File: src/rtl/burst_sequencer.sv
// Burst sequencer: walks a small table of {data word, phase delay} entries and
// issues one bitstreamer burst per entry, repeated for a programmed number of
// passes. Shares ant_clk with the bitstreamer, so sysrun is used directly.
module burst_sequencer #(
    parameter int DATALEN = 32,
    parameter int CNTLEN  = 8,
    parameter int NWORDS  = 4,
    parameter int GAPLEN  = 16,
    parameter int TOLEN   = 16,
    localparam int AW     = $clog2(NWORDS)
) (
    input  logic               clk,
    input  logic               rst,
    input  logic               trig,
    input  logic               abort,
    input  logic               cfg_we,
    input  logic [AW-1:0]      cfg_addr,
    input  logic [DATALEN-1:0] cfg_data,
    input  logic [CNTLEN-1:0]  cfg_phase,
    input  logic [AW:0]        num_words,
    input  logic [7:0]         repeat_cnt,
    input  logic [GAPLEN-1:0]  gap_cycles,
    input  logic [TOLEN-1:0]   timeout_cycles,
    input  logic               sysrun,
    output logic [DATALEN-1:0] datain,
    output logic [CNTLEN-1:0]  phase_delay,
    output logic               start,
    output logic               busy,
    output logic               done,
    output logic               err,
    output logic [AW-1:0]      cur_idx
);

    typedef enum logic [2:0] {
        StIdle,
        StLoad,
        StStart,
        StWaitRun,
        StWaitEnd,
        StGap,
        StDone
    } state_e;

    localparam logic [AW:0] NW_MAX = NWORDS[AW:0];

    state_e              state_q, state_d;
    logic                trig_q, trig_d;
    logic [AW-1:0]       idx_q, idx_d;
    logic [7:0]          pass_q, pass_d;
    logic [AW:0]         nw_q, nw_d;
    logic [7:0]          rep_q, rep_d;
    logic [GAPLEN-1:0]   gap_lat_q, gap_lat_d;
    logic [TOLEN-1:0]    to_lat_q, to_lat_d;
    logic [GAPLEN-1:0]   gap_cnt_q, gap_cnt_d;
    logic [TOLEN-1:0]    to_cnt_q, to_cnt_d;
    logic [DATALEN-1:0]  datain_q, datain_d;
    logic [CNTLEN-1:0]   phase_q, phase_d;
    logic                start_q, start_d;
    logic                busy_q, busy_d;
    logic                done_q, done_d;
    logic                err_q, err_d;
    logic [AW-1:0]       cur_idx_q, cur_idx_d;

    logic [DATALEN-1:0]  data_mem_q [NWORDS];
    logic [DATALEN-1:0]  data_mem_d [NWORDS];
    logic [CNTLEN-1:0]   phase_mem_q [NWORDS];
    logic [CNTLEN-1:0]   phase_mem_d [NWORDS];

    logic                trig_rise;
    logic                nw_valid;
    logic [7:0]          rep_eff;
    logic [AW:0]         idx_next;
    logic [8:0]          pass_next;

    assign trig_rise = trig && !trig_q;
    assign nw_valid  = (num_words != '0) && (num_words <= NW_MAX);
    // A repeat count of zero still runs one pass.
    assign rep_eff   = (rep_q == 8'd0) ? 8'd1 : rep_q;
    assign idx_next  = {1'b0, idx_q} + 1'b1;
    assign pass_next = {1'b0, pass_q} + 9'd1;

    // Table write port, usable in any state.
    always_comb begin
        data_mem_d  = data_mem_q;
        phase_mem_d = phase_mem_q;
        if (cfg_we) begin
            data_mem_d[cfg_addr]  = cfg_data;
            phase_mem_d[cfg_addr] = cfg_phase;
        end
    end

    // Sequencer next-state and registered-output logic.
    always_comb begin
        state_d   = state_q;
        trig_d    = trig;
        idx_d     = idx_q;
        pass_d    = pass_q;
        nw_d      = nw_q;
        rep_d     = rep_q;
        gap_lat_d = gap_lat_q;
        to_lat_d  = to_lat_q;
        gap_cnt_d = gap_cnt_q;
        to_cnt_d  = to_cnt_q;
        datain_d  = datain_q;
        phase_d   = phase_q;
        err_d     = err_q;
        cur_idx_d = cur_idx_q;

        unique case (state_q)
            StIdle: begin
                if (!abort && trig_rise && nw_valid) begin
                    idx_d     = '0;
                    pass_d    = '0;
                    err_d     = 1'b0;
                    nw_d      = num_words;
                    rep_d     = repeat_cnt;
                    gap_lat_d = gap_cycles;
                    to_lat_d  = timeout_cycles;
                    state_d   = StLoad;
                end
            end
            StLoad: begin
                datain_d  = data_mem_q[idx_q];
                phase_d   = phase_mem_q[idx_q];
                cur_idx_d = idx_q;
                state_d   = StStart;
            end
            StStart: begin
                to_cnt_d = '0;
                state_d  = StWaitRun;
            end
            StWaitRun: begin
                if (sysrun) begin
                    state_d = StWaitEnd;
                end else if ((to_lat_q != '0) && (to_cnt_q == to_lat_q)) begin
                    err_d   = 1'b1;
                    state_d = StIdle;
                end else if (to_cnt_q != '1) begin
                    to_cnt_d = to_cnt_q + 1'b1;
                end
            end
            StWaitEnd: begin
                if (!sysrun) begin
                    gap_cnt_d = gap_lat_q;
                    state_d   = StGap;
                end
            end
            StGap: begin
                if (gap_cnt_q != '0) begin
                    gap_cnt_d = gap_cnt_q - 1'b1;
                end else if (idx_next < nw_q) begin
                    idx_d   = idx_q + 1'b1;
                    state_d = StLoad;
                end else if (pass_next < {1'b0, rep_eff}) begin
                    pass_d  = pass_q + 8'd1;
                    idx_d   = '0;
                    state_d = StLoad;
                end else begin
                    state_d = StDone;
                end
            end
            StDone: begin
                state_d = StIdle;
            end
            default: begin
                state_d = StIdle;
            end
        endcase

        // Abort overrides every transition and leaves err and the burst outputs alone.
        if (abort && (state_q != StIdle)) begin
            state_d   = StIdle;
            err_d     = err_q;
            datain_d  = datain_q;
            phase_d   = phase_q;
            cur_idx_d = cur_idx_q;
        end

        // start trails the START state by one clock; done marks entry into DONE.
        start_d = (state_q == StStart) && !abort;
        done_d  = (state_d == StDone);
        busy_d  = (state_d != StIdle);
    end

    // State, configuration and output registers; async reset clears everything.
    always_ff @(posedge clk or negedge rst) begin
        if (!rst) begin
            state_q     <= StIdle;
            trig_q      <= 1'b0;
            idx_q       <= '0;
            pass_q      <= '0;
            nw_q        <= '0;
            rep_q       <= '0;
            gap_lat_q   <= '0;
            to_lat_q    <= '0;
            gap_cnt_q   <= '0;
            to_cnt_q    <= '0;
            datain_q    <= '0;
            phase_q     <= '0;
            start_q     <= 1'b0;
            busy_q      <= 1'b0;
            done_q      <= 1'b0;
            err_q       <= 1'b0;
            cur_idx_q   <= '0;
            data_mem_q  <= '{default: '0};
            phase_mem_q <= '{default: '0};
        end else begin
            state_q     <= state_d;
            trig_q      <= trig_d;
            idx_q       <= idx_d;
            pass_q      <= pass_d;
            nw_q        <= nw_d;
            rep_q       <= rep_d;
            gap_lat_q   <= gap_lat_d;
            to_lat_q    <= to_lat_d;
            gap_cnt_q   <= gap_cnt_d;
            to_cnt_q    <= to_cnt_d;
            datain_q    <= datain_d;
            phase_q     <= phase_d;
            start_q     <= start_d;
            busy_q      <= busy_d;
            done_q      <= done_d;
            err_q       <= err_d;
            cur_idx_q   <= cur_idx_d;
            data_mem_q  <= data_mem_d;
            phase_mem_q <= phase_mem_d;
        end
    end

    assign datain      = datain_q;
    assign phase_delay = phase_q;
    assign start       = start_q;
    assign busy        = busy_q;
    assign done        = done_q;
    assign err         = err_q;
    assign cur_idx     = cur_idx_q;

endmodule

File: config.mk
export PLATFORM = sky130hd
export DESIGN_NAME = burst_sequencer
export DESIGN_NICKNAME = d
export VERILOG_FILES = /design/src/rtl/burst_sequencer.sv
export SDC_FILE = /design/constraint.sdc
export NUM_CORES = 1
export LEC_CHECK = 0
export ABC_CLOCK_PERIOD_IN_PS = 5800
export CAP_MARGIN = 25
export CORE_UTILIZATION = 54
export CTS_BUF_LIST = sky130_fd_sc_hd__clkbuf_4 sky130_fd_sc_hd__clkbuf_8 sky130_fd_sc_hd__clkbuf_16
export DETAILED_ROUTE_END_ITERATION = 6
export PLACE_DENSITY = 0.87
export SLEW_MARGIN = 20
export SYNTH_ARGS = -nofsm -noshare
export SYNTH_HDL_FRONTEND = slang
export SYNTH_SLANG_ARGS = --single-unit
File: constraint.sdc
create_clock -name clk -period 5.8 [get_ports clk]
set_input_delay 0.58 -clock clk [delete_from_list [all_inputs] [get_ports clk]]
set_output_delay 0.58 -clock clk [all_outputs]
set_load 0.05 [all_outputs]
== Word level (Yosys, flattened, before mapping) ==
Cells that the tools add are included.
W data, S select, Z words.

* Reduce and logical (&&, ||, !) cells: 28
* Add/sub/neg operators: 6
* Equality and inequality tests: 19
* Magnitude comparators: 6
* Bitwise operators: 3
* Mux-type cells: 43

{| class="wikitable"
|+ Operators by type and width
! cell !! count
|-
| $bwmux W128 || 1
|-
| $mux W32 || 3
|-
| $mux W16 || 5
|-
| $bmux W32 S2 || 1
|-
| $demux W32 S2 || 1
|-
| $mux W8 || 8
|-
| $pmux W16 S2 || 2
|-
| $bwmux W32 || 1
|-
| $reduce_bool A16 Y1 || 2
|-
| $mux W3 || 8
|-
| $ne A2 B2 Y1 const B || 10
|-
| $pmux W3 S6 || 1
|-
| $add A16 B1 Y16 const B || 1
|-
| $bmux W8 S2 || 1
|-
| $demux W8 S2 || 1
|-
| $eq A16 B16 Y1 || 1
|-
| $ne A16 B16 Y1 const B || 1
|-
| $pmux W8 S2 || 1
|-
| $sub A16 B1 Y16 const B || 1
|-
| $reduce_and A5 Y1 || 2
|-
| $add A8 B1 Y9 const B || 1
|-
| $eq A3 B3 Y1 const B || 3
|-
| $lt A9 B8 Y1 || 1
|-
| $reduce_bool A3 Y1 || 3
|-
| 24 further kinds || 45
|}

* Logic and storage cells: 130
* Flip-flop bits (word level): 295

== Logic depth before layout (Yosys ltp) ==
Gate-level depths: netlist (run 1).

* Depth after elaboration: 9
* Mapped depth: 12
* Mapped depth without buffers: 11

== Worst setup path before layout (run 1) ==
Ideal clock, no wire load.

* Path type: register -> register
* Start: register pass_q[0]
* End: register pass_q[0]
* Buffers on the path: 1
* Cell stages (with the launch flop): 13
* Setup slack: 3.021 ns
* Data arrival time: 2.652 ns
* Period minus slack after synthesis: 2.779 ns
* Path through: dfrtp_1 -> ha_1 -> and3_1 -> clkbuf_1 -> nand3_1 -> xnor2_1 -> ha_1 -> a21o_1 -> a21oi_1 -> nand3_1 -> o211ai_4 -> o21ai_4 -> mux2_1

* Longest elaborated chain between the ends: 5
* Elaborated cells between the ends (all ways): 9
* Those cells by class: 2 x add/sub; 1 x order compare; 1 x eq/ne; 4 x mux; 1 x reduce/logical

{| class="wikitable"
|+ RTL lines
! element !! RTL line !! text
|-
| start: declaration || 49 || <nowiki>logic [7:0] pass_q, pass_d;</nowiki>
|-
| start signal: assignment || 211 || <nowiki>pass_q <= pass_d;</nowiki>
|-
| branches (longest 5 deep; another with $add A8 B1 Y9) || n/a ||
|}

Parallel ways; which one is timed is not known. The select of a mux whose other input is x is not followed.
A chain may end at the register's enable or synchronous reset.

== Worst setup path in the final report (run 1) ==
* Start: register idx_q[0]
* End: register pass_q[0]

* Longest elaborated chain between the ends: 4

{| class="wikitable"
|+ RTL lines
! element !! RTL line !! text
|-
| start: declaration || 48 || <nowiki>logic [AW-1:0] idx_q, idx_d;</nowiki>
|-
| start signal: assignment || 210 || <nowiki>idx_q <= idx_d;</nowiki>
|-
| $add A2 B1 Y3 || 79 || <nowiki>assign idx_next = {1'b0, idx_q} + 1'b1;</nowiki>
|-
| $lt A3 B3 Y1 || 151 || <nowiki>end else if (idx_next < nw_q) begin</nowiki>
|-
| $ne A2 B2 Y1 (no line) || n/a ||
|-
| $reduce_and A5 Y1 (no line) || n/a ||
|}

No other way between the ends.

==> results of run 1 <==
==> power groups by stage <==
stage	clock, mW	combinational, mW	sequential [mW]
detailed placement	0	2.63	3.06
global placement	0	2.56	3.02
CTS	1.98	2.65	3.03
floorplan	0	1.39	3.47
finish	1.96	2.63	3.04
global route	2.07	2.84	3.10
==> cell families after synthesis <==
| group | count (synthesis) | synth area share [%] |
|---|---|---|
| buf+inv | 81 | 2.448 |
| simple gates | 271 | 9.958 |
| fa+ha+maj | 13 | 1.197 |
| mux | 256 | 24.42 |
| compound gates | 122 | 6.130 |
| flops | 295 | 54.30 |
| xor+xnor | 24 | 1.546 |
==> per-layer routing <==
metal  GRT usage, %  up-vias  wire length, um
met2          39.53      211            14770
met1          30.62     4526            12050
met5         0.5682        -               11
met3          4.830       52             1668
li1               -     4086                -
met4          5.931        2              664
==> worst min path at each step <==
stage / slack (ns) / end / start / cells past startpoint
after global routing: 0.51 / phase_mem_q[20] / phase_mem_q[20] / 1
after CTS: 0.22 / gap_lat_q[7] / rst / 1
after global placement: 0.47 / gap_lat_q[9] / gap_lat_q[9] / 2
final: 0.48 / gap_lat_q[3] / gap_lat_q[3] / 2
after detailed placement: 0.46 / gap_lat_q[8] / gap_lat_q[8] / 2
after floorplan: 0.28 / busy / rst / 0
==> layout by cell type, fill, tap and decap left out, drive strengths merged, types with 3 or more instances in the layout <==
cell / n
clkinv: 8
nand2b: 14
xnor2: 14
clkbuf: 43
o31ai: 4
nand3b: 3
mux4: 40
mux2i: 11
a211oi: 4
buf: 15
and3: 10
and4: 6
clkdlybuf4s50: 135
a21o: 10
a22oi: 6
ha: 13
xor2: 10
nor2: 28
dfrtp: 295
nand4: 12
nor4: 13
nand2: 139
a21oi: 29
a2111oi: 3
nand3: 21
inv: 19
o21ai: 37
a31oi: 4
nor3b: 4
mux2: 205
nor3: 9
==> repair_timing <==
item                                    CTS  global route
hold buffers                              0             1
endpoints found under the hold margin     0            46
endpoints found under the setup margin    0             0
==> critical path: stages, from the launching register on <==
cell and delay (ns):
dfrtp_2 0.34, buf_4 0.68, ha_1 0.38, ha_1 0.27, a21boi_0 0.12, o21ai_0 0.32
nand2_1 0.20, and4bb_2 0.36, o21ai_4 0.22, mux2_1 0.34
==> registers in the layout, summed over array words and instances, names as in the netlist, 2 cells and up <==
| signal | count |
|---|---|
| gap_lat_q | 16 |
| data_mem_q | 128 |
| cur_idx | 2 |
| nw_q | 3 |
| to_lat_q | 16 |
| rep_q | 8 |
| phase_delay | 8 |
| pass_q | 8 |
| idx_q | 2 |
| gap_cnt_q | 16 |
| phase_mem_q | 32 |
| datain | 32 |
| to_cnt_q | 16 |
| state_q | 3 |
==> area by class of cell <==
| class | instances | area (um2) | share of cell area, % |
|---|---|---|---|
| clock buffers | 43 | 885.9 | 5.439 |
| clock inverters | 9 | 120.1 | 0.7375 |
| inverters | 20 | 75.07 | 0.4609 |
| multi-input cells | 686 | 5894 | 36.19 |
| flip-flops and latches | 295 | 7385 | 45.34 |
| well taps | 324 | 405.4 | 2.489 |
| repair buffers | 151 | 1521 | 9.342 |
==> flow_summary.ini, run 1 <==
[status]
status = finished clean

[setup_path]
critPathCaptureType = flop
startpoint_type = flop
crit_type = flop to flop
crit_arrival_ns = 3.81
reg2reg_to = pass_q[0]
rr_worst_depth = 9
path_max_fanout = 45
cp_data_required_time_ns = 6.24
endpoint = pass_q[0]
crit_start = idx_q[0]
r2r-start = idx_q[0]
worst-r2r-setup-slack_ns = 2.44

[route]
route.detailed.drc = 0
wirelength_um = 29170
viasPerCell = 5.810
via_count = 8877
drtPass1Iterations = 5
drtIter0Drc = 621
antenna_left = 0
wl_per_cell_um = 19.09

[timing]
hold_violations = 0
setup_ws_ns = 2.436
drv_slew = 0
hold_ws_ns = 0.4839
tightestPinTransition_ns = 0.8959
fin_skew_ns = 0.02536
rsz0062_at_grt = no
setup_violations = 0
finalCritPeriodShare_pct = 58.01
fin_crit_ns = 3.364
slew_headroom_pct = 40.27
fmax_ghz = 0.2972
fin_tns_setup_ns = 0

[clock_network]
clock_path_buffers = 3
clk_pin_slew_ns = 0.06
post_cts_buffers = 0
cts.repair.resized = 0
cts_sinks = 295
htree_levels = 1
cts_tree = yes
cts_made_buffers = 30
cts-root-buf = clkbuf_16
clock_latency_ns = 0.58

[power_and_ir_drop]
power.internal_mw = 4.971
sequentialPowerShare_pct = 39.8
swShare_pct = 34.75
total_power_mw = 7.618
power-per-cell-area_nw_per_um2 = 467.7
power.share.clock_pct = 25.7
p_sw_mw = 2.647
max-vdd-ir-drop_mv = 0.4631
p_leak_nw = 7.032
combPwrFrac_pct = 34.5

[logic_synthesis]
syn_area_um2 = 13590
netlist_instances = 1062
yosys_warnings = 0
synth_seq_area_share_pct = 54.30
synthTopCellsByCount = dfrtp_1 (295), mux2_2 (204), nand2_1 (139)
synth_top_area_share_pct = 54.30
yosys-top-cells-area = dfrtp_1 (54%), mux2_2 (17%), mux4_2 (6.6%), nand2_1 (3.8%), o21ai_0 (1.3%)
synth.avg_cell_area_um2 = 12.80
ys_ff_latch = 295
yosysTopAreaCell = dfrtp_1
synthArstFlopShare_pct = 100.0
syn_nets = 1166
synth_edf_count = 0
synth_ff_type = dfrtp_1
synth.distinct_cells = 67
yosysMostFrequentCell = dfrtp_1

[floorplan]
design.core.area_um2 = 24530
io_pins = 137
die_w_um = 160.7
die_h_um = 160.7
die-area_um2 = 25810
rows = 57
start_util_pct = 55.41

[placed_design]
dp_cells = 1474
post-place-ws_ns = 2.419
io_buffers = 136
placed_area_um2 = 15240
gp_congestion = 0.8325
dp_hpwl_um = 18160

[grt]
grt_pass1_vias = 9504
grt_overflow = 0
grt_pass1_wl_um = 48480
grt_max_degree = 143
grtUsageTotal_pct = 23.30
antenna_found_initial = 1

[layout]
area_growth_pct = 19.81
diodes = 0
fin_util_pct = 66.39
fill_cells = 1757
final_cell_area_um2 = 16290
layout-drive-gt1-share_pct = 27.99
final_nets = 1288
fin_cells = 1528

[job]
maxCapViolCount = 0

[min_path]
hold_path_class = flop to flop
No activity file was read; power rests on OpenSTA's default activity.
==> run 2, diff against run 1 <==
--- a/config.mk
+++ b/config.mk
@@ -5,7 +5,7 @@
 export SDC_FILE = /design/constraint.sdc
 export NUM_CORES = 1
 export LEC_CHECK = 0
-export ABC_CLOCK_PERIOD_IN_PS = 5800
+export ABC_CLOCK_PERIOD_IN_PS = 3300
 export CAP_MARGIN = 25
 export CORE_UTILIZATION = 54
 export CTS_BUF_LIST = sky130_fd_sc_hd__clkbuf_4 sky130_fd_sc_hd__clkbuf_8 sky130_fd_sc_hd__clkbuf_16
==> constraint.sdc (replaced) <==
create_clock -name clk -period 3.3 [get_ports clk]
set_input_delay 0.33 -clock clk [delete_from_list [all_inputs] [get_ports clk]]
set_output_delay 0.33 -clock clk [all_outputs]
set_load 0.05 [all_outputs]
==> run 2 against run 1 <==
  * Clock power up 77%
  * Sequential cell count did not move
  * Worst hold slack lost 0.24 ns
  * Critical path depth grew 2
  * Register-to-register slack got worse by 2.1 ns
  * Critical path type unchanged
==> flow_summary.ini, run 2 (synthesis results as in run 1) <==
[layout]
largest_reg_flops = 128
final_nets = 1297
final_cell_area_um2 = 16360
layout-drive-gt1-share_pct = 28.56
area_growth_pct = 20.38
regMostFlops = data_mem_q
regArea_um2 = 7385
fin_util_pct = 66.70
diodes = 0
multiInputGateArea_um2 = 5891
fin_cells = 1539
final_common_cell = dfrtp_1
layout_common_cells = dfrtp_1 (293), mux2_2 (204), nand2_1 (139)
fill_cells = 1728

[timing]
fin_skew_ns = 0.007475
setup_violations = 0
finalCritPeriodShare_pct = 91.11
fin_tns_setup_ns = 0
tightestPinTransition_ns = 0.9009
hold_violations = 0
slew_headroom_pct = 39.94
fin_crit_ns = 3.007
setup_ws_ns = 0.2935
drv_slew = 0
rsz0062_at_grt = no
hold_ws_ns = 0.2442
fmax_ghz = 0.3326

[power_and_ir_drop]
power-per-cell-area_nw_per_um2 = 822.7
max-vdd-ir-drop_mv = 0.6414
p_leak_nw = 7.078
total_power_mw = 13.46

[clock_network]
clk_pin_slew_ns = 0.06
post_cts_buffers = 0
cts_made_buffers = 31
cts_tree = yes
clock_latency_ns = 0.56
clock_path_buffers = 3
htree_levels = 1
cts_sinks = 295
cts_hold_buf = 1
cts-root-buf = clkbuf_16
cts.repair.resized = 0

[floorplan]
design.core.area_um2 = 24530
die_h_um = 160.7
io_pins = 137
rows = 57
die-area_um2 = 25810
start_util_pct = 55.41
die_w_um = 160.7

[min_path]
worstHoldEndpoint = trig_q
hold_depth = 1
hold_path_class = primary input to flop
holdCritStartpoint = trig

[route]
wirelength_um = 29480
antenna_left = 0
route.detailed.drc = 0
wl_per_cell_um = 19.15
drtIter0Drc = 617
viasPerCell = 5.790
via_count = 8911
drtPass1Iterations = 5

[grt]
busiest_layer = met2
grt_pass1_wl_um = 49430
met2_usage_pct = 41.34
antenna_found_initial = 1
grt_overflow = 0
grt_use_met1_pct = 30.54
grtUsageTotal_pct = 23.77
grtUsageMet3_pct = 4.313
grt_pass1_vias = 9682
grt_max_degree = 102

[setup_path]
crit_type = flop to flop
startpoint_type = flop
rr_worst_depth = 11
r2r-start = pass_q[0]
critPathCaptureType = flop
reg2reg_to = pass_q[0]
cp_data_required_time_ns = 3.74
path_max_fanout = 10
crit_arrival_ns = 3.45
worst-r2r-setup-slack_ns = 0.29

[placed_design]
placed_area_um2 = 15320
io_buffers = 136
dp_cells = 1483
gp_congestion = 0.8564
dp_hpwl_um = 18690
post-place-ws_ns = 0.3196

[status]
status = finished clean

[job]
maxCapViolCount = 0
-- run 2: changes by cell type in the layout (fill, tap and decap cells not counted), moves of 2 or more --
cell	previous run	this run
clkbuf_4	7	12
buf_12	1	3
clkinv_2	6	2
buf_4	11	19
-- run 2: metal layers --
| layer | part of all wire, % | wire (um) |
|---|---|---|
| met5 | 0.037 | 11 |
| met2 | 51 | 14920 |
| met1 | 42 | 12280 |
| met4 | 2.6 | 761 |
| met3 | 5.1 | 1500 |
-- run 2: how the worst max path moves through the flow --
stage	startpoint	to	slack (ns)	cells after the start
finish	pass_q[0]	pass_q[0]	0.29	11
CTS	pass_q[0]	pass_q[0]	0.32	11
detailed placement	pass_q[0]	pass_q[0]	0.32	11
global route	pass_q[0]	pass_q[0]	0.06	11
global placement	pass_q[0]	pass_q[0]	0.42	11
floorplan	pass_q[0]	pass_q[0]	0.52	12
-- run 2: layout make-up --
class                           instances  share of cell area, %
Sequential cell                       295                  45.13
Multi-Input combinational cell        686                  36.00
Inverter                               20                 0.4588
Clock inverter                          5                 0.4129
Clock buffer                           50                  5.880
Tap cell                              324                  2.477
Timing Repair Buffer                  159                  9.649
-- run 2: critical path, stage by stage, from the launching register on --
cell and delay [ns]:
dfrtp_1 0.42, ha_1 0.25, and3_1 0.26, nand3_1 0.11, xnor2_1 0.15, ha_1 0.33, a21o_1 0.16, a21oi_1 0.24
nand3_1 0.17, o211ai_4 0.33, o21ai_4 0.14, mux2_1 0.33
-- run 2: where the power goes --
part           switching (mW)  internal, mW
registers               0.696          4.63
logic                    2.57          2.11
clock network            1.39          2.07
==> run 3, diff against run 2 <==
--- a/config.mk
+++ b/config.mk
@@ -11,6 +11,7 @@
 export CTS_BUF_LIST = sky130_fd_sc_hd__clkbuf_4 sky130_fd_sc_hd__clkbuf_8 sky130_fd_sc_hd__clkbuf_16
 export DETAILED_ROUTE_END_ITERATION = 6
 export PLACE_DENSITY = 0.87
+export RECOVER_POWER = 50
 export SLEW_MARGIN = 20
 export SYNTH_ARGS = -nofsm -noshare
 export SYNTH_HDL_FRONTEND = slang
==> run 3 against run 2 <==
  * The flow now finishes with violations (max-capacitance violations, max-slew violations)
  * Die area did not move
  * Non-clock buffer count unchanged
  * Maximum frequency is essentially flat
  * Count of clock-buffer cells in the layout unchanged
  * Worst hold slack better by 0.050 ns
  * Final area down 0.34%
  * Highest routed layer unchanged
==> flow_summary.ini, run 3 (synthesis results as in run 1) <==
[status]
status = finished with violations
violations = max-capacitance violations, max-slew violations

[power_and_ir_drop]
combPwrFrac_pct = 34.7
power.internal_mw = 8.801
total_power_mw = 13.46
power.share.clock_pct = 25.7
max-vdd-ir-drop_mv = 0.6420
p_leak_nw = 7.043
swShare_pct = 34.61
sequentialPowerShare_pct = 39.6
p_sw_mw = 4.657
power-per-cell-area_nw_per_um2 = 825.3

[timing]
finalCritPeriodShare_pct = 91.04
tightestPinTransition_ns = 1.755
hold_ws_ns = 0.2946
setup_ws_ns = 0.2957
setup_violations = 0
fin_tns_setup_ns = 0
slew_headroom_pct = -17.00
fin_crit_ns = 3.004
hold_violations = 0
fin_skew_ns = 0.007128
fmax_ghz = 0.3329
drv_slew = 97
rsz0062_at_grt = no

[setup_path]
path_max_fanout = 10
crit_type = flop to flop
worst-r2r-setup-slack_ns = 0.30
max_stage_delay_ns = 0.42
path_cells = ha_1, and3_1, nand3_1, xnor2_1, ha_1, a21o_1, a21oi_1, nand3_1, o211ai_4, o21ai_4, mux2_1
r2r-start = pass_q[0]
rr_worst_depth = 11
crit_arrival_ns = 3.44
reg2reg_to = pass_q[0]
cp_data_required_time_ns = 3.74
path_buf_inv = 0
startpoint_type = flop
path_delay_family = compound AO/OA/AOI/OAI gates
crit_path_top_delay_cell = dfrtp_1
critPathCaptureType = flop

[layout]
regMostFlops = data_mem_q
area_growth_pct = 19.96
layout-drive-gt1-share_pct = 27.98
final_nets = 1297
layout_common_cells = dfrtp_1 (293), mux2_2 (204), nand2_1 (139)
final_common_cell = dfrtp_1
diodes = 0
regArea_um2 = 7385
multiInputGateArea_um2 = 5891
largest_reg_flops = 128
fill_cells = 1740

[floorplan]
io_pins = 137
die_w_um = 160.7
die-area_um2 = 25810
design.core.area_um2 = 24530
die_h_um = 160.7
rows = 57
start_util_pct = 55.41

[route]
drtPass1Iterations = 5
drtIter0Drc = 593
viasPerCell = 5.808
antenna_left = 0
wirelength_um = 29520
via_count = 8939
wl_per_cell_um = 19.18
route.detailed.drc = 0

[clock_network]
cts_hold_buf = 1
clock_path_buffers = 3
htree_levels = 1
clk_pin_slew_ns = 0.06
cts_made_buffers = 31
cts_tree = yes
post_cts_buffers = 0
clock_latency_ns = 0.56
cts_sinks = 295
cts-root-buf = clkbuf_16
cts.repair.resized = 0

[job]
maxCapViolCount = 2

[min_path]
holdCritStartpoint = gap_cycles[2]
hold_depth = 3
hold_path_class = primary input to flop
worstHoldEndpoint = gap_lat_q[2]

[placed_design]
gp_congestion = 0.8564
io_buffers = 136
post-place-ws_ns = 0.3196
dp_hpwl_um = 18690

[grt]
grt_overflow = 0
antenna_found_initial = 1
grtUsageTotal_pct = 23.77
grt_max_degree = 102
grt_pass1_wl_um = 49430
grt_pass1_vias = 9682
## run 3: changes by cell type in the layout (fill, tap and decap cells not counted), sizes merged
| cell | before | now |
|---|---|---|
| clkbuf | 50 | 59 |
| buf | 23 | 14 |
| dlygate4sd3 | 1 | 3 |
| clkdlybuf4s50 | 135 | 133 |
## run 3: layout make-up
| class | count | share of cell area [%] |
|---|---|---|
| Multi-Input combinational cell | 686 | 36.12 |
| Inverter | 20 | 0.4603 |
| Timing Repair Buffer | 159 | 9.337 |
| Tap cell | 324 | 2.486 |
| Sequential cell | 295 | 45.28 |
| Clock inverter | 5 | 0.4143 |
| Clock buffer | 50 | 5.900 |
## run 3: worst max-delay path by stage
stage | startpoint | endpoint | slack, ns | depth (start not counted)
after floorplan | pass_q[0] | pass_q[0] | 0.52 | 12
after global placement | pass_q[0] | pass_q[0] | 0.42 | 11
after detailed placement | pass_q[0] | pass_q[0] | 0.32 | 11
after CTS | pass_q[0] | pass_q[0] | 0.32 | 11
after global routing | pass_q[0] | pass_q[0] | 0.06 | 11
final | pass_q[0] | pass_q[0] | 0.30 | 11
## run 3: worst min-delay path, delay by kind of cell
family | cells | cell delay (ns)
buffers and inverters | 1 | 0.40
AND/OR/NAND/NOR | 2 | 0.09
## run 3: power by group through the flow
| stage | registers [mW] | clock network (mW) | logic [mW] |
|---|---|---|---|
| after global placement | 5.31 | 0 | 4.54 |
| after global routing | 5.44 | 3.66 | 5.04 |
| after floorplan | 6.10 | 0 | 2.44 |
| final | 5.33 | 3.46 | 4.67 |
| after CTS | 5.32 | 3.52 | 4.73 |
| after detailed placement | 5.35 | 0 | 4.69 |
## run 3: per-layer routing
layer  vias to the layer above  track usage, %  wire length (um)
li1                       4093               -                 -
met5                         -               0                11
met4                         2           6.580               772
met2                       231           41.34             15000
met3                        61           4.313              1512
met1                      4552           30.54             12220
## run 3: metrics by stage
stage | util (%) | instances | area [um2]
finish | 66.47 | 1539 | 16310
global route | 66.47 | 1539 | 16310
CTS | 66.70 | 1539 | 16360
detailed placement | 62.46 | 1483 | 15320
global placement | 62.46 | 1483 | 15320
floorplan | - | 1062 | 13590
